**src/rtl/vga_pkg.sv**
```systemverilog
// Shared types and frame geometry for the VGA frame writer.
// Fill feature is compiled in with VGAW_FILL_EN.
package vga_pkg;

    localparam int H_PIXELS       = 320;
    localparam int V_LINES        = 200;
    localparam int WORDS_PER_LINE = 160;
    localparam int VRAM_WORDS     = 32000;

    typedef logic [7:0] color_t;

    typedef struct packed {
        logic [9:0] x;
        logic [8:0] y;
        color_t     color;
    } pix_cmd_t;

    typedef enum logic [1:0] {
        IDLE  = 2'd0,
        WRITE = 2'd1,
        FILL  = 2'd2
    } state_t;

    // y*160 + x/2 without a multiplier
    function automatic logic [14:0] pix_addr(input logic [8:0] x_word, input logic [8:0] y);
        logic [16:0] sum;
        sum = ({8'd0, y} << 7) + ({8'd0, y} << 5) + {8'd0, x_word};
        return sum[14:0];
    endfunction

endpackage

```
**src/rtl/vga_cmd_fifo.sv**
```systemverilog
// Synchronous command FIFO; DEPTH must be a power of two so pointers wrap naturally.
module vga_cmd_fifo #(
    parameter int DEPTH = 4,
    parameter int WIDTH = 27
) (
    input  logic             clk,
    input  logic             reset,
    input  logic             push,
    input  logic [WIDTH-1:0] wr_data,
    input  logic             pop,
    output logic [WIDTH-1:0] rd_data,
    output logic             full,
    output logic             empty
);

    localparam int AW = (DEPTH > 1) ? $clog2(DEPTH) : 1;

    logic [WIDTH-1:0] store [DEPTH];
    logic [AW-1:0]    wr_ptr;
    logic [AW-1:0]    rd_ptr;
    logic [AW:0]      count;
    logic             push_ok;
    logic             pop_ok;

    assign push_ok = push && !full;
    assign pop_ok  = pop && !empty;
    assign full    = (count == (AW+1)'(DEPTH));
    assign empty   = (count == '0);
    assign rd_data = store[rd_ptr];

    always_ff @(posedge clk) begin
        if (push_ok) begin
            store[wr_ptr] <= wr_data;
        end
    end

    always_ff @(posedge clk) begin
        if (!reset) begin
            wr_ptr <= '0;
            rd_ptr <= '0;
            count  <= '0;
        end else begin
            if (push_ok) begin
                wr_ptr <= wr_ptr + 1'b1;
            end
            if (pop_ok) begin
                rd_ptr <= rd_ptr + 1'b1;
            end
            case ({push_ok, pop_ok})
                2'b10:   count <= count + 1'b1;
                2'b01:   count <= count - 1'b1;
                default: count <= count;
            endcase
        end
    end

endmodule

```
**src/rtl/vga_frame_writer.sv**
```systemverilog
// Buffers CPU pixel writes and issues byte-enabled word writes into video RAM.
// Define VGAW_FILL_EN to add the whole-frame hardware fill.
module vga_frame_writer #(
    parameter int FIFO_DEPTH     = 4,
    parameter int H_PIXELS       = vga_pkg::H_PIXELS,
    parameter int V_LINES        = vga_pkg::V_LINES,
    parameter int WORDS_PER_LINE = vga_pkg::WORDS_PER_LINE
) (
    input  logic        clk,
    input  logic        reset,
    input  logic        cmd_valid,
    output logic        cmd_ready,
    input  logic [9:0]  cmd_x,
    input  logic [8:0]  cmd_y,
    input  logic [7:0]  cmd_color,
    input  logic        fill_start,
    input  logic [7:0]  fill_color,
    output logic        mem_we,
    input  logic        mem_ready,
    output logic [14:0] mem_addr,
    output logic [15:0] mem_data,
    output logic [1:0]  mem_be,
    output logic        busy,
    output logic        err_oob,
    input  logic        err_clr
);

    import vga_pkg::*;

    localparam logic [9:0]  X_LIM     = 10'(H_PIXELS);
    localparam logic [8:0]  Y_LIM     = 9'(V_LINES);
    localparam logic [14:0] LAST_ADDR = 15'(V_LINES * WORDS_PER_LINE - 1);

    state_t      state;
    pix_cmd_t    head;
    logic        fifo_full;
    logic        fifo_empty;
    logic        push;
    logic        pop;
    logic        head_oob;
    logic [14:0] head_addr;

    vga_cmd_fifo #(
        .DEPTH (FIFO_DEPTH),
        .WIDTH ($bits(pix_cmd_t))
    ) u_fifo (
        .clk     (clk),
        .reset   (reset),
        .push    (push),
        .wr_data ({cmd_x, cmd_y, cmd_color}),
        .pop     (pop),
        .rd_data (head),
        .full    (fifo_full),
        .empty   (fifo_empty)
    );

    assign head_oob  = (head.x >= X_LIM) || (head.y >= Y_LIM);
    assign head_addr = pix_addr(head.x[9:1], head.y);
    assign push      = cmd_valid && cmd_ready;
    // A new entry is taken whenever the write port is free or its current write is accepted
    assign pop       = !fifo_empty && ((state == IDLE) || (state == WRITE && mem_ready));

`ifdef VGAW_FILL_EN
    logic   fill_pending;
    color_t fill_c;

    assign cmd_ready = !fifo_full && (state != FILL) && !fill_pending;
    assign busy      = !fifo_empty || (state != IDLE) || fill_pending;

    always_ff @(posedge clk) begin
        if (fill_start && !fill_pending && state != FILL) begin
            fill_c <= fill_color;
        end
    end
`else
    logic unused_cfg;

    assign unused_cfg = ^{fill_start, fill_color, LAST_ADDR};
    assign cmd_ready  = !fifo_full;
    assign busy       = !fifo_empty || (state != IDLE);
`endif

    always_ff @(posedge clk) begin
        if (!reset) begin
            state    <= IDLE;
            mem_we   <= 1'b0;
            mem_addr <= '0;
            mem_data <= '0;
            mem_be   <= '0;
            err_oob  <= 1'b0;
`ifdef VGAW_FILL_EN
            fill_pending <= 1'b0;
`endif
        end else begin
            if (err_clr) begin
                err_oob <= 1'b0;
            end
            if (pop && head_oob) begin
                err_oob <= 1'b1;
            end
`ifdef VGAW_FILL_EN
            if (fill_start && !fill_pending && state != FILL) begin
                fill_pending <= 1'b1;
            end
`endif
            case (state)
                IDLE, WRITE: begin
                    if (state == IDLE || mem_ready) begin
                        if (!fifo_empty) begin
                            if (head_oob) begin
                                state  <= IDLE;
                                mem_we <= 1'b0;
                            end else begin
                                state    <= WRITE;
                                mem_we   <= 1'b1;
                                mem_addr <= head_addr;
                                mem_data <= {head.color, head.color};
                                mem_be   <= head.x[0] ? 2'b01 : 2'b10;
                            end
                        end
`ifdef VGAW_FILL_EN
                        else if (state == IDLE && fill_pending) begin
                            state        <= FILL;
                            fill_pending <= 1'b0;
                            mem_we       <= 1'b1;
                            mem_addr     <= '0;
                            mem_data     <= {fill_c, fill_c};
                            mem_be       <= 2'b11;
                        end
`endif
                        else begin
                            state  <= IDLE;
                            mem_we <= 1'b0;
                        end
                    end
                end
`ifdef VGAW_FILL_EN
                FILL: begin
                    if (mem_ready) begin
                        if (mem_addr == LAST_ADDR) begin
                            state  <= IDLE;
                            mem_we <= 1'b0;
                        end else begin
                            mem_addr <= mem_addr + 1'b1;
                        end
                    end
                end
`endif
                default: begin
                    state  <= IDLE;
                    mem_we <= 1'b0;
                end
            endcase
        end
    end

endmodule
```
**config.mk**
```make
export PLATFORM = sky130hd
export DESIGN_NAME = vga_frame_writer
export DESIGN_NICKNAME = d
export VERILOG_FILES = /design/src/rtl/vga_pkg.sv /design/src/rtl/vga_cmd_fifo.sv /design/src/rtl/vga_frame_writer.sv
export SDC_FILE = /design/constraint.sdc
export NUM_CORES = 1
export LEC_CHECK = 0
export ABC_AREA = 1
export CORE_AREA = 5 5 131 133
export CTS_CLUSTER_SIZE = 8
export DETAILED_ROUTE_END_ITERATION = 12
export DIE_AREA = 0 0 136 138
export PLACE_DENSITY_LB_ADDON = 0.3
export RECOVER_POWER = 100
export SETUP_SLACK_MARGIN = 0.2
export SLEW_MARGIN = 15
export SYNTH_ARGS = -nofsm -noshare
export SYNTH_HDL_FRONTEND = slang
export SYNTH_HIERARCHICAL = 1
export SYNTH_SLANG_ARGS = --single-unit
```
**constraint.sdc**
```tcl
create_clock -name clk -period 3.51 [get_ports clk]
set_input_delay 0.351 -clock clk [delete_from_list [all_inputs] [get_ports clk]]
set_output_delay 0.351 -clock clk [all_outputs]
set_load 0.005 [all_outputs]
```
Yosys cells after proc, flatten, opt, wreduce, memory -nomap -nowiden
Memory sizes are Yosys's and may differ from the RTL's. A register that Yosys moved wholly into a read port is not among the register bits. Index checks and enable logic that the tools add are counted.

Add/subtract/negate cells: 6. Magnitude comparators: 2. Equal/unequal tests: 4. Mux-type cells: 12. Bitwise logic cells: 2. Reductions and logical operators: 20.

Operator list (number): $add A15 B14 Y15 (1); $add A15 B9 Y15 (1); $ge A10 B9 Y1 const B (1); $ge A9 B8 Y1 const B (1); $mux W2 (4); $mux W1 (7); $logic_and A1 B1 Y1 (6); $pmux W3 S2 (1); $reduce_bool A2 Y1 (3); $add A2 B1 Y2 const B (2); $eq A2 B1 Y1 const B (2); $logic_or A1 B1 Y1 (4); $reduce_and A4 Y1 (1); $add A3 B1 Y3 const B (1); $eq A3 B3 Y1 const B (1); $logic_not A3 Y1 (1); $sub A3 B1 Y3 const B (1); $eq A2 B2 Y1 const B (1); $logic_not A1 Y1 (2); $logic_not A2 Y1 (1); $not A1 Y1 (2); $reduce_and A2 Y1 (1); $reduce_or A2 Y1 (1).

Flip-flop bits (word level): 44. RAM bits: 108. Output and inout bits: 37. Memories kept: 1.

Memories: u_fifo.store (words 4, bits a word 27, rd ports 1, clocked after memory_dff 1, wr ports 1, line vga_cmd_fifo.sv:18) `logic [WIDTH-1:0] store [DEPTH];`.

Depth between registers and ports, before layout
Gate-level depths: netlist of run 1.

Word-level depth: 7. Mapped depth: 17. Depth with buffers taken out: 17.

Hierarchy
The synthesis of run 1 kept the hierarchy.

By module, submodules not included: vga_cmd_fifo (times used 1, cells an instance 331, area each 4551.9 um^2); vga_frame_writer (times used 1, cells an instance 239, area each 1684.1 um^2).

Least setup slack after synthesis of run 1
OpenSTA, ideal clock, no wires.

Path kind: flip-flop to flip-flop. From: register with a tool-made name. To: register mem_addr[12]. Setup time: 0.111 ns. Data arrival time: 2.423 ns. Data required time: 3.399 ns. Setup slack: 0.975 ns. Cell stages (with the launch flop): 18. Path buffers: 2. Period minus slack after synthesis: 2.535 ns. Path through: dfxtp_1 buf_6 inv_8 buf_6 nor2_1 o22ai_1 inv_1 fa_1 inv_1 fa_1 nand2_1 nand2_1 nand3b_1 nand2_1 nand2_1 nand2_1 nor2_1 nor2_1.

RTL lines: to (signal assigned) (line vga_frame_writer.sv:116) `mem_addr <= head_addr;`; to (decl) (line vga_frame_writer.sv:20) `output logic [14:0] mem_addr,`.

==> flow_metrics.py, run 1 <==
metrics = {
    "grt": {
        "grt_max_degree": 56,
        "antenna_found_initial": 0,
        "grt_pass1_wl_um": 21400,
        "overflow": 0,
        "track_usage_pct": 14.6,
        "grt_pass1_vias": 4172,
    },
    "critical_path": {
        "r2r_cells": 9,
        "start_kind": "register",
        "critPathKind": "reg2reg",
        "worstPathMaxFanout": 26,
        "crit_arrival_ns": 3.38,
        "cp.required_ns": 3.88,
        "endpoint_kind": "register",
    },
    "synth": {
        "yosys.area.top_type": "edfxtp_1",
        "syn_area_per_cell_um2": 10.9,
        "synth-seq-area-share_pct": 63.6,
        "synth.most_common_cell": "edfxtp_1",
        "ys_warn_count": 6,
        "ys_types": 35,
        "synth-seq-cells": 144,
        "synth_common_cells": "108 x edfxtp_1, 92 x nand2_1, 76 x nor2_1, 51 x inv_1, 36 x dfxtp_1",
        "synth_edf_count": 108,
        "syn_nets": 635,
        "synth_flop_cell": "edfxtp_1",
        "synth-async-reset-ratio_pct": 0,
        "synth_area_mm2": 0.00624,
        "synth_top_area_share_pct": 52.0,
        "synthTopCellsByArea": "edfxtp_1 52%, dfxtp_1 12%, nand2_1 5.5%",
        "syn_inst": 570,
    },
    "floorplanning": {
        "fp.dieH_um": 138,
        "dieArea_mm2": 0.0188,
        "die_w_um": 136,
        "fp.coreArea_mm2": 0.0157,
        "num_io_pins": 78,
        "initial_core_util_pct": 39.7,
        "row_count": 46,
    },
    "finish": {
        "final-instance-count-excl-fill": 865,
        "drive_gt1_share_pct": 7.40,
        "final_util_pct": 48.0,
        "antennaDiodeCount": 0,
        "syn_to_final_growth_pct": 21.0,
        "fillers": 1427,
        "finalNetCount": 701,
    },
    "hold_path": {
        "worstHoldPathCells": 2,
        "worstHoldPathType": "reg2reg",
    },
    "power_and_ir_drop": {
        "intPower_uw": 4060,
        "p_clk_share_pct": 25.5,
        "switching_share_pct": 37.3,
        "irDropWorstVdd_uv": 435,
        "p_sw_uw": 2420,
        "powerDensity_mw_per_mm2": 858,
        "p_leak_uw": 0.00292,
        "seq_power_share_pct": 34.0,
        "p_comb_share_pct": 40.5,
    },
    "place": {
        "portBuffers": 68,
        "dp_hpwl_um": 8460,
        "dp.cells": 833,
        "place_congestion": 0.739,
    },
    "timing": {
        "setup_viol": 0,
        "post-route-min-period_ns": 3.01,
        "whs_ns": 0.440,
        "fin_tns_setup_ns": 0,
        "slew_viol_final": 112,
        "fin_skew_ns": 0.0102,
        "fmax_mhz": 332,
        "rsz0062_at_grt": "no",
        "max_slew_margin_pct": -23.8,
        "finalCritPeriodShare_pct": 85.8,
        "finalHoldViolCount": 0,
        "tightest_slew_ns": 1.86,
    },
    "clock_network": {
        "root_buffer": "clkbuf_16",
        "ctsResizeCount": 0,
        "cts_hold_buffers": 0,
        "clk_latency_ns": 0.42,
        "ctsHtreeMaxLevel": 4,
        "clockBufferDepth": 2,
        "clkSinkCount": 144,
        "clk_pin_slew_worst_paths_ns": 0.06,
        "cts_buffers": 17,
        "cts_tree": "built",
        "postCtsSetupBuffers": 0,
    },
    "routing": {
        "post-route-drc-count": 0,
        "vias": 4159,
        "drtAntennaViolNets": 0,
        "wirelength_um": 13200,
        "first_pass_iters": 4,
        "wl_per_cell_um": 15.3,
        "drtIter0Drc": 281,
        "vias_per_cell": 4.81,
    },
    "flow_run": {
        "max-cap-violations": 4,
    },
    "run_status": {
        "status": "finished with violations",
        "violations": "max-capacitance violations, max-slew violations",
    },
}
stage by stage:
stage | power (uW) | worst slack (ns) | instance area (um2)
finish | 6470 | 0.499 | 7540
global route | 7020 | 0.187 | 7540
CTS | 6620 | 0.553 | 7580
detailed placement | 4940 | 0.560 | 7030
global placement | 4880 | 0.575 | 7030
floorplan | 4250 | 0.975 | 6240
final cells by class:
class / instances / area [um2] / area share (%)
flip-flops and latches: 144 / 3960 / 52.5
multi-input cells: 340 / 1790 / 23.7
repair buffers: 77 / 742 / 9.84
clock buffers: 21 / 470 / 6.24
well taps: 216 / 270 / 3.58
inverters: 56 / 223 / 2.95
clock inverters: 11 / 83.8 / 1.11
power by group through the flow:
stage          combinational, uW  clock [uW]  sequential (uW)
6_report                    2620        1650             2200
5_1_grt                     3030        1760             2230
4_1_cts                     2730        1680             2200
3_5_place_dp                2710           0             2240
3_3_place_gp                2650           0             2220
2_1_floorplan               2030           0             2210
cell families (layout without fill, tap and decap cells):
kind of cell | count (synthesis) | in the layout | share of synthesized area, %
compound gates | 116 | 116 | 9.91
xor+xnor | 4 | 4 | 0.562
fa+ha+maj | 24 | 24 | 5.30
buf+inv | 86 | 165 | 7.54
flops | 144 | 144 | 63.6
simple gates | 196 | 196 | 13.1
state kept, by name (all words and copies together), names as in the netlist, named ones only:
name / flops
err_oob: 1
mem_addr: 15
mem_be: 2
mem_data: 8
mem_we: 1
u_fifo/count: 3
u_fifo/rd_ptr: 2
u_fifo/store: 108
u_fifo/wr_ptr: 2
layout by cell type (no fill, tap or decap), types with 2 or more instances in the layout:
cell,count
fa_1,4
edfxtp_1,108
clkbuf_8,3
nand2_2,3
clkinvlp_4,4
nor2_1,73
nand4_1,2
clkbuf_16,17
clkbuf_1,6
nand2_1,94
nand3_1,14
ha_1,20
o21ai_1,23
clkdlybuf4s50_1,4
o21ai_0,34
a21oi_1,32
inv_1,52
xor2_1,2
xnor2_1,2
buf_4,3
inv_6,2
dlygate4sd3_1,64
dfxtp_1,36
nor2_2,4
o22ai_1,27
clkinv_4,4
clkinv_2,2
worst paths after layout:
check	endpoint	slack, ns	from
worst max-delay path	mem_addr[13]	0.50	register
worst min-delay path	mem_be[0]	0.44	mem_be[0]
worst max register to register	mem_addr[13]	0.50	register
worst min register to register	mem_be[0]	0.44	mem_be[0]
worst max-delay path, cell delays in order, from the launching register on:
cell and delay, ns:
dfxtp_1 0.64, clkinv_4 0.28, o21ai_0 0.14, o22ai_1 0.17, or2_0 0.29, nor2_4 0.15
nand3_1 0.77, a21oi_1 0.37, nand2_1 0.08, inv_1 0.05
per-layer routing:
metal	wire length [um]	part of all wire, %	GRT usage (%)
met2	6460	49	23.4
met3	809	6.1	3.99
met4	108	0.82	5.52
met1	5850	44	19.0
met5	0	0	0
(Power assumes the default switching activity.)
==> run 2, diff against run 1 <==
--- a/config.mk
+++ b/config.mk
@@ -10,6 +10,7 @@
 export CTS_CLUSTER_SIZE = 8
 export DETAILED_ROUTE_END_ITERATION = 12
 export DIE_AREA = 0 0 136 138
+export GPL_ROUTABILITY_DRIVEN = 1
 export PLACE_DENSITY_LB_ADDON = 0.3
 export RECOVER_POWER = 100
 export SETUP_SLACK_MARGIN = 0.2
==> results of run 2 <==
Same layout as run 1: the final DEF is identical, and so are final timing and power.
==> run 3, diff against run 2 <==
--- a/config.mk
+++ b/config.mk
@@ -6,10 +6,10 @@
 export NUM_CORES = 1
 export LEC_CHECK = 0
 export ABC_AREA = 1
-export CORE_AREA = 5 5 131 133
+export CORE_AREA = 5 5 161 163
 export CTS_CLUSTER_SIZE = 8
 export DETAILED_ROUTE_END_ITERATION = 12
-export DIE_AREA = 0 0 136 138
+export DIE_AREA = 0 0 166 168
 export GPL_ROUTABILITY_DRIVEN = 1
 export PLACE_DENSITY_LB_ADDON = 0.3
 export RECOVER_POWER = 100
==> constraint.sdc (replaced) <==
create_clock -name clk -period 2.6 [get_ports clk]
set_input_delay 0.26 -clock clk [delete_from_list [all_inputs] [get_ports clk]]
set_output_delay 0.26 -clock clk [all_outputs]
set_load 0.005 [all_outputs]
==> flow_metrics.py, run 3 (synthesized netlist as in run 1, its figures left out) <==
metrics = {
    "critical_path": {
        "cpPeakStageDelay_ns": 0.59,
        "endpoint_kind": "register",
        "critPathKind": "reg2reg",
        "worstPathMaxFanout": 5,
        "crit_arrival_ns": 2.80,
        "path_cells": "buf_12, buf_16, o21ai_2, o22ai_2, buf_4, fa_2, ha_4, nand2_4, nand3_2, nand2_1, nand2_1, nand2_1, nand3_1, nand2_1, inv_1",
        "cp.required_ns": 2.91,
        "r2r_slack_ns": 0.11,
        "start_kind": "register",
        "critPathBufInv": 4,
        "worst_path_most_repeated_cell": "nand2_1",
        "crit_family": "adder cells",
        "r2r_end": "mem_addr[13]",
        "r2r_cells": 15,
        "critPathSlowestCell": "fa_2",
    },
    "routing": {
        "drtIter0Drc": 226,
        "post-route-drc-count": 0,
        "wirelength_um": 15400,
        "first_pass_iters": 7,
        "wl_per_cell_um": 15.1,
        "drtAntennaViolNets": 0,
        "vias_per_cell": 4.27,
        "vias": 4347,
    },
    "timing": {
        "finalCritPeriodShare_pct": 95.8,
        "finalHoldViolCount": 0,
        "setup_viol": 0,
        "max_slew_margin_pct": 34.8,
        "slew_viol_final": 0,
        "rsz0062_at_grt": "yes",
        "post-route-min-period_ns": 2.49,
        "whs_ns": 0.438,
        "fmax_mhz": 402,
        "tightest_slew_ns": 0.977,
        "fin_skew_ns": 0.00711,
    },
    "floorplanning": {
        "fp.dieH_um": 168,
        "initial_core_util_pct": 25.8,
        "num_io_pins": 78,
        "fp.coreArea_mm2": 0.0242,
        "die_w_um": 166,
        "dieArea_mm2": 0.0279,
        "row_count": 57,
    },
    "grt": {
        "grt_pass1_wl_um": 23600,
        "use_met1_pct": 14.1,
        "track_usage_pct": 10.8,
        "grt-busiest-layer": "met2",
        "grt_max_degree": 28,
        "overflow": 0,
        "antenna_found_initial": 4,
        "use_met3_pct": 4.13,
        "grt_pass1_vias": 4325,
        "use_met2_pct": 16.9,
    },
    "clock_network": {
        "ctsHtreeMaxLevel": 4,
        "cts_hold_buffers": 0,
        "cts_tree": "built",
        "root_buffer": "clkbuf_16",
        "clkSinkCount": 144,
        "cts_buffers": 17,
        "clk_latency_ns": 0.41,
        "clockBufferDepth": 2,
        "clk_pin_slew_worst_paths_ns": 0.06,
    },
    "finish": {
        "fillers": 2356,
        "drive_gt1_share_pct": 20.5,
        "multiInputGateArea_mm2": 0.00208,
        "final_cell_mix": "108 x edfxtp_1, 88 x nand2_1, 67 x nor2_1",
        "regArea_mm2": 0.00397,
        "finalNetCount": 744,
        "final_common_cell": "edfxtp_1",
        "largest_register": "u_fifo/store",
        "design_area_mm2": 0.00852,
        "largest_register_ffs": 108,
        "top_regs": "u_fifo/store x108, mem_addr x15, mem_data x8",
        "syn_to_final_growth_pct": 36.6,
    },
    "hold_path": {
        "worstHoldPathType": "reg2reg",
        "worstHoldPathCells": 2,
        "min_to": "mem_be[0]",
        "worstHoldStart": "mem_be[0]",
    },
    "place": {
        "dp_hpwl_um": 9520,
        "place_congestion": 0.759,
        "portBuffers": 68,
        "place_area_mm2": 0.00742,
    },
    "run_status": {
        "status": "complete, no violations",
    },
    "power_and_ir_drop": {
        "powerDensity_mw_per_mm2": 1240,
        "p_leak_uw": 0.00319,
        "irDropWorstVdd_uv": 577,
    },
    "flow_run": {
        "max-cap-violations": 0,
    },
}
-- run 3: per-stage QoR --
step,power [uW],TNS [ns],cells,setup slack [ns],utilization (%)
detailed placement,7080,-0.0101,966,-0.0101,30.7
global route,11300,-0.0294,1017,-0.0294,35.2
finish,10500,0,1017,0.110,35.2
CTS,10100,0,1004,0.0943,34.3
floorplan,5750,0,570,0.145,-
global placement,7080,0,966,0.0000917,30.7
-- run 3: final cells by class --
type                    instances  share of cell area (%)
diodes                          1                  0.0294
clock buffers                  21                    5.29
clock inverters                11                    1.54
inverters                      56                    2.80
multi-input cells             342                    24.4
flip-flops and latches        144                    46.6
well taps                     324                    4.76
repair buffers                117                    14.4
repair inverters                1                   0.191
-- run 3: how the worst max path moves through the flow --
stage | endpoint | startpoint | cells past startpoint
after floorplan | u_fifo/store[2][0] | u_fifo/count[1] | 6
after CTS | mem_addr[12] | register | 17
after global placement | mem_addr[12] | register | 16
after global routing | mem_addr[12] | register | 16
final | mem_addr[13] | register | 15
after detailed placement | mem_addr[12] | register | 16
-- run 3: worst register-to-register path: cells and delay by family (launching register included) --
kind	cells	cell delay (ns)
compound gates	2	0.25
buf+inv	4	0.45
fa+ha+maj	2	0.82
simple gates	7	0.49
flops	1	0.37
-- run 3: timing repair --
| item | in CTS | in global routing |
|---|---|---|
| resized for setup | 43 | 22 |
| pin swaps | 8 | 13 |
| buffers inserted | 3 | 9 |
| cloned | 3 | 3 |
| setup endpoints to repair | 7 | 25 |
-- run 3: metal layers --
metal | wire length (um) | share of wire, % | vias up
met2 | 7090 | 46 | 100
met4 | 155 | 1.0 | 6
met5 | 39 | 0.25 | -
met1 | 7260 | 47 | 2063
met3 | 810 | 5.3 | 16
li1 | - | - | 2162
-- run 3: power by group --
part	switching [uW]	internal, uW	leakage [uW]
sequential	145	2830	0.00128
combinational	2820	2370	0.00163
clock	937	1450	0.000274
total	3900	6650	0.00319
==> edit 1 (config.mk and constraints of run 2) <==
Build with the macro `VGAW_FILL_EN` defined.
--- a/src/rtl/vga_frame_writer.sv
+++ b/src/rtl/vga_frame_writer.sv
@@ -1,5 +1,7 @@
 // Buffers CPU pixel writes and issues byte-enabled word writes into video RAM.
 // Define VGAW_FILL_EN to add the whole-frame hardware fill.
+`define VGAW_FILL_EN
+
 module vga_frame_writer #(
     parameter int FIFO_DEPTH     = 4,
     parameter int H_PIXELS       = vga_pkg::H_PIXELS,
Formal check against the unedited RTL: not equivalent (a bounded check fails within 4 cycles, from zero or initial values and one cycle with reset low).
==> edit 1 against run 2 <==
Synthesized area increased by 18%. Via count increased by 27%. Count of clock-buffer cells in the layout unchanged. Setup slack got worse by 71 ps. Sequential cell count increased by 11. Clock power increased by 5%. Sequential power increased by 18%. First-iteration DRC count increased by 19%. Power increased by 16%. Non-clock buffer count increased by 12. Global-route usage increased by 2.4 points. Design area increased by 16%. Routed wire length increased by 16%. Critical path type unchanged. Highest routed layer unchanged.
==> edit 1: results (changes against run 2) <==
stage;metric;value;unit;change
status;outcome;complete, no violations;;
detailed_routing;drt_iter0_drc;333;;+19%
placed_design;placed_area;0.00821;mm^2;+17%
global_route;grt_usage;17.0;%;+2.4 points
synth;yosysUniqueCellTypes;38;;+8.6%
global_route;grt_pass1_wl;24800;um;+16%
layout;clockBufferCount;21;;unchanged
detailed_routing;vias;5281;;+27%
power;power_per_cell_area;864;mW/mm^2;+0.68%
power;power.total;7530;uW;+16%
layout;fin_cells;1068;;+23%
layout;fin_nets;905;;+29%
synth;yosysSeqAreaShare;58.0;%;-5.5 points
power;clkPwrFrac;23.0;%;-2.5 points
timing;tightest_slew;1220;ps;-640 ps
layout;multi_input_area;0.00250;mm^2;+39%
synth;synth-seq-cells;155;;+7.6%
placed_design;place_congestion;0.792;;+7.2%
layout;n_all_inverters;70;;+25%
layout;clockNetworkAreaShare;6.40;%;-0.95 points
layout;n_antenna_cell;1;;+1
global_route;grt_max_degree;55;;-1.8%
layout;bufAreaShareNonClock;9.76;%;-0.078 points
power;peakVddDrop;417;uV;-4.3%
synth;synth_area_leaders;edfxtp_1 47%, dfxtp_1 11%, nand2_1 7.5%;;
layout;top_regs;u_fifo/store x108, mem_addr x15;;
detailed_routing;drt_pass1_iterations;5;;+1
layout;nNonClkBuffers;89;;+16%
placed_design;placed_cells;1036;;+24%
placed_design;hpwl;10600;um;+25%
layout;fillCellCount;1410;;-1.2%
timing;hold_ws;465;ps;+24.6 ps
placed_design;io_buffers;77;;+13%
placed_design;pre_cts_ws;427;ps;-133 ps
synth;syn_nets;833;;+31%
edit 1: cell count changes in the layout (fill, tap and decap cells not counted), sizes merged, moves of 4 or more:
cell | before | now
a21oi | 32 | 26
buf | 4 | 8
dlygate4sd3 | 64 | 72
edfxtp | 108 | 116
inv | 56 | 71
nand2 | 97 | 155
nand3 | 14 | 37
nor2 | 79 | 143
o21ai | 57 | 74
edit 1: worst paths after layout:
| path | start | cells after the start | endpoint |
|---|---|---|---|
| hold reg to reg | err_oob$_SDFFE_PN0P_ | 2 | err_oob$_SDFFE_PN0P_ |
| hold / removal | err_oob$_SDFFE_PN0P_ | 2 | err_oob$_SDFFE_PN0P_ |
| setup reg to reg | flip-flop | 16 | mem_addr[12]$_SDFFE_PN0P_ |
| setup / recovery | flip-flop | 16 | mem_addr[12]$_SDFFE_PN0P_ |
edit 1: routing by layer:
| layer | up-vias | wire, um | global-route usage (%) |
|---|---|---|---|
| li1 | 2715 | - | - |
| met1 | 2414 | 7080 | 22.5 |
| met2 | 135 | 7080 | 26.8 |
| met3 | 17 | 932 | 4.86 |
| met4 | 0 | 207 | 5.73 |
| met5 | - | 0 | 0 |
edit 1: cells by family after synthesis:
group | share of synthesized area, %
AO/OA/AOI/OAI | 9.62
XOR/XNOR | 0.238
adder cells (fa/ha/maj) | 4.66
buffers and inverters | 7.59
flip-flops | 58.0
AND/OR/NAND/NOR | 19.9
edit 1: what timing repair did:
item                       CTS  global route
resized for setup            0             2
buffers inserted             0             0
setup endpoints to repair    0            14
edit 1: critical path, cell delays in order (launching register included):
cell	delay, ps
dfxtp_1	620
buf_4	240
o21ai_0	90
o22ai_1	260
inv_1	100
fa_1	510
fa_1	470
inv_1	70
nand3_1	60
nand2_1	120
nand2_1	80
nand2_1	60
nand2_1	50
nand3_1	60
nand2_1	50
nor2_1	90
nor2_1	50
==> edit 2 (settings of run 2) <==
Made on the original files. Re-encode `state_t` (3 states) as one-hot, 3 bits wide.
--- a/src/rtl/vga_pkg.sv
+++ b/src/rtl/vga_pkg.sv
@@ -15,10 +15,10 @@
         color_t     color;
     } pix_cmd_t;
 
-    typedef enum logic [1:0] {
-        IDLE  = 2'd0,
-        WRITE = 2'd1,
-        FILL  = 2'd2
+    typedef enum logic [2:0] {
+        IDLE  = 3'b001,
+        WRITE = 3'b010,
+        FILL  = 3'b100
     } state_t;
 
     // y*160 + x/2 without a multiplier
Check against the original RTL: no difference found for any inputs over 4 cycles, from zero or initial values and one cycle with reset low; so few cycles prove little.
==> edit 2 against run 2 <==
The run still ends with max-capacitance violations, max-slew violations left. Clock power decreased by 2%. Routed wire length increased by 5.1%. Via count increased by 4.6%. Critical path depth increased by 6. Utilization increased by 1.1 points. Setup slack improved by 0.63 ps. Sequential cell count increased by 1. Design area increased by 2.3%. Power increased by 8.7%. Worst hold slack improved by 21 ps. Synthesized area increased by 3.5%. Critical path type unchanged.
==> edit 2: results (changes against run 2) <==
stage;metric;value;unit;change
layout;fin_nets;722;;+3.0%
synth;synth_edf_count;108;;unchanged
layout;layout-drive-gt1-share;8.68;%;+1.3 points
global_route;grt_max_degree;55;;-1.8%
status;outcome;finished with violations;;
placed_design;place_congestion;0.788;;+6.7%
power;seq-power;2270;uW;+3%
setup_path;r2r_cells;15;;+6
global_route;grt_usage;15.7;%;+1.1 points
synth;synth_area_leaders;edfxtp_1 50%, dfxtp_1 11%, nor2_1 4.8%;;
synth;synth_xor_area_share;0.407;%;-0.15 points
flow_run;maxCapViolCount;4;;unchanged
synth;yosysSeqAreaShare;61.8;%;-1.8 points
layout;n_antenna_cell;0;;unchanged
timing;tightest_slew;1830;ps;-24.3 ps
timing;skew;10.5;ps;+0.247 ps
clock_network;cts-root-buf;clkbuf_16;;
min_path;hp-class;flip-flop to flip-flop;;
min_path;whs_endpoint;mem_addr[1]$_SDFFE_PN0P_;;
synth;synth_mux_area_share;0;%;unchanged
synth;synth_compound_area_share;9.64;%;-0.27 points
setup_path;cp_slowest_cell;fa_1;;
placed_design;placed_area;0.00722;mm^2;+2.7%
global_route;grt_pass1_wl;23000;um;+7.3%
synth;yosysUniqueCellTypes;36;;+2.9%
placed_design;io_buffers;68;;unchanged
synth;synthTopCellsByCount;108 x edfxtp_1, 83 x nor2_1, 81 x nand2_1, 52 x inv_1, 37 x dfxtp_1;;
clock_network;cts_resized;0;;unchanged
power;swShare;39.3;%;+2.0 points
synth;synthAdderAreaFrac;5.51;%;+0.21 points
min_path;min-delay-start;mem_addr[1]$_SDFFE_PN0P_;;
placed_design;hpwl;8670;um;+2.4%
detailed_routing;drt_pass1_iterations;5;;+1
timing;drv_slew;112;;unchanged
placed_design;pre_cts_ws;352;ps;-208 ps
setup_path;worstPathArrival;3330;ps;-50 ps
clock_network;clk_pin_slew;60;ps;about the same
detailed_routing;drt_iter0_drc;271;;-3.6%
setup_path;rr_endpoint;mem_addr[14]$_SDFFE_PN0P_;;
clock_network;clock_latency;420;ps;about the same
setup_path;cpPeakStageDelay;510;ps;-260 ps
power;peakVddDrop;534;uV;+23%
status;violations;max-capacitance violations, max-slew violations;;
power;clkPwrFrac;22.8;%;-2.7 points
synth;synth_warnings;6;;unchanged
detailed_routing;viasPerCell;4.92;;+2.3%
setup_path;critical-path-top-delay-family;adder cells;;
synth;syn_nets;657;;+3.5%
global_route;grt_pass1_vias;4528;;+8.5%
power;leakage;0.00299;uW;+2.4%
timing;hold_viol;0;;unchanged
setup_path;path_max_fanout;54;;+110%
detailed_routing;drc;0;;unchanged
setup_path;r2r_setup_slack;500;ps;about the same
detailed_routing;wire_per_inst;15.7;um;+2.9%
global_route;grt_antenna_before_repair;0;;unchanged
==> edit 2: cell types whose count changed after synthesis, sizes merged, moves of 2 or more <==
cell / delta
a21oi: -4
nand4: +16
ha: +2
nand2: -9
nand3: -3
buf: +3
nor2: +11
==> edit 2: worst max-delay path by stage <==
stage / from / to / cells after the start / slack, ps
after global routing: flip-flop / mem_addr[14]$_SDFFE_PN0P_ / 15 / 220
after global placement: flip-flop / mem_addr[14]$_SDFFE_PN0P_ / 15 / 370
after detailed placement: flip-flop / mem_addr[14]$_SDFFE_PN0P_ / 15 / 350
after floorplan: flip-flop / mem_addr[14]$_SDFFE_PN0P_ / 17 / 980
after CTS: flip-flop / mem_addr[14]$_SDFFE_PN0P_ / 15 / 350
final: flip-flop / mem_addr[14]$_SDFFE_PN0P_ / 15 / 500
==> edit 2: layer usage <==
layer | track usage (%) | up-vias | share of wire [%]
met3 | 3.48 | 24 | 4.5
met5 | 0 | - | 0
met4 | 6.95 | 0 | 2.5
met2 | 26.3 | 86 | 50
met1 | 19.4 | 2082 | 43
li1 | - | 2158 | -
==> edit 2: layout make-up <==
| class | instances | area [um^2] |
|---|---|---|
| clock inverter | 9 | 60.1 |
| clock buffer | 23 | 478 |
| timing repair buffer | 79 | 761 |
| multi-input combinational | 355 | 1930 |
| sequential | 145 | 3990 |
| inverter | 57 | 226 |
| fill | 1405 | 8000 |
| tap | 216 | 270 |
==> edit 2: worst min-delay path, delay by kind of cell, from the launching register on <==
family	cells	cell delay, ps
compound gates	1	60
flops	1	300
simple gates	1	60
==> edit 2: metrics by stage <==
step | hold slack, ps | cells | power [uW]
finish | 462 | 884 | 7040
global route | 483 | 884 | 7670
CTS | 468 | 884 | 7170
detailed placement | 459 | 852 | 5530
global placement | 458 | 852 | 5400
floorplan | 450 | 590 | 4730
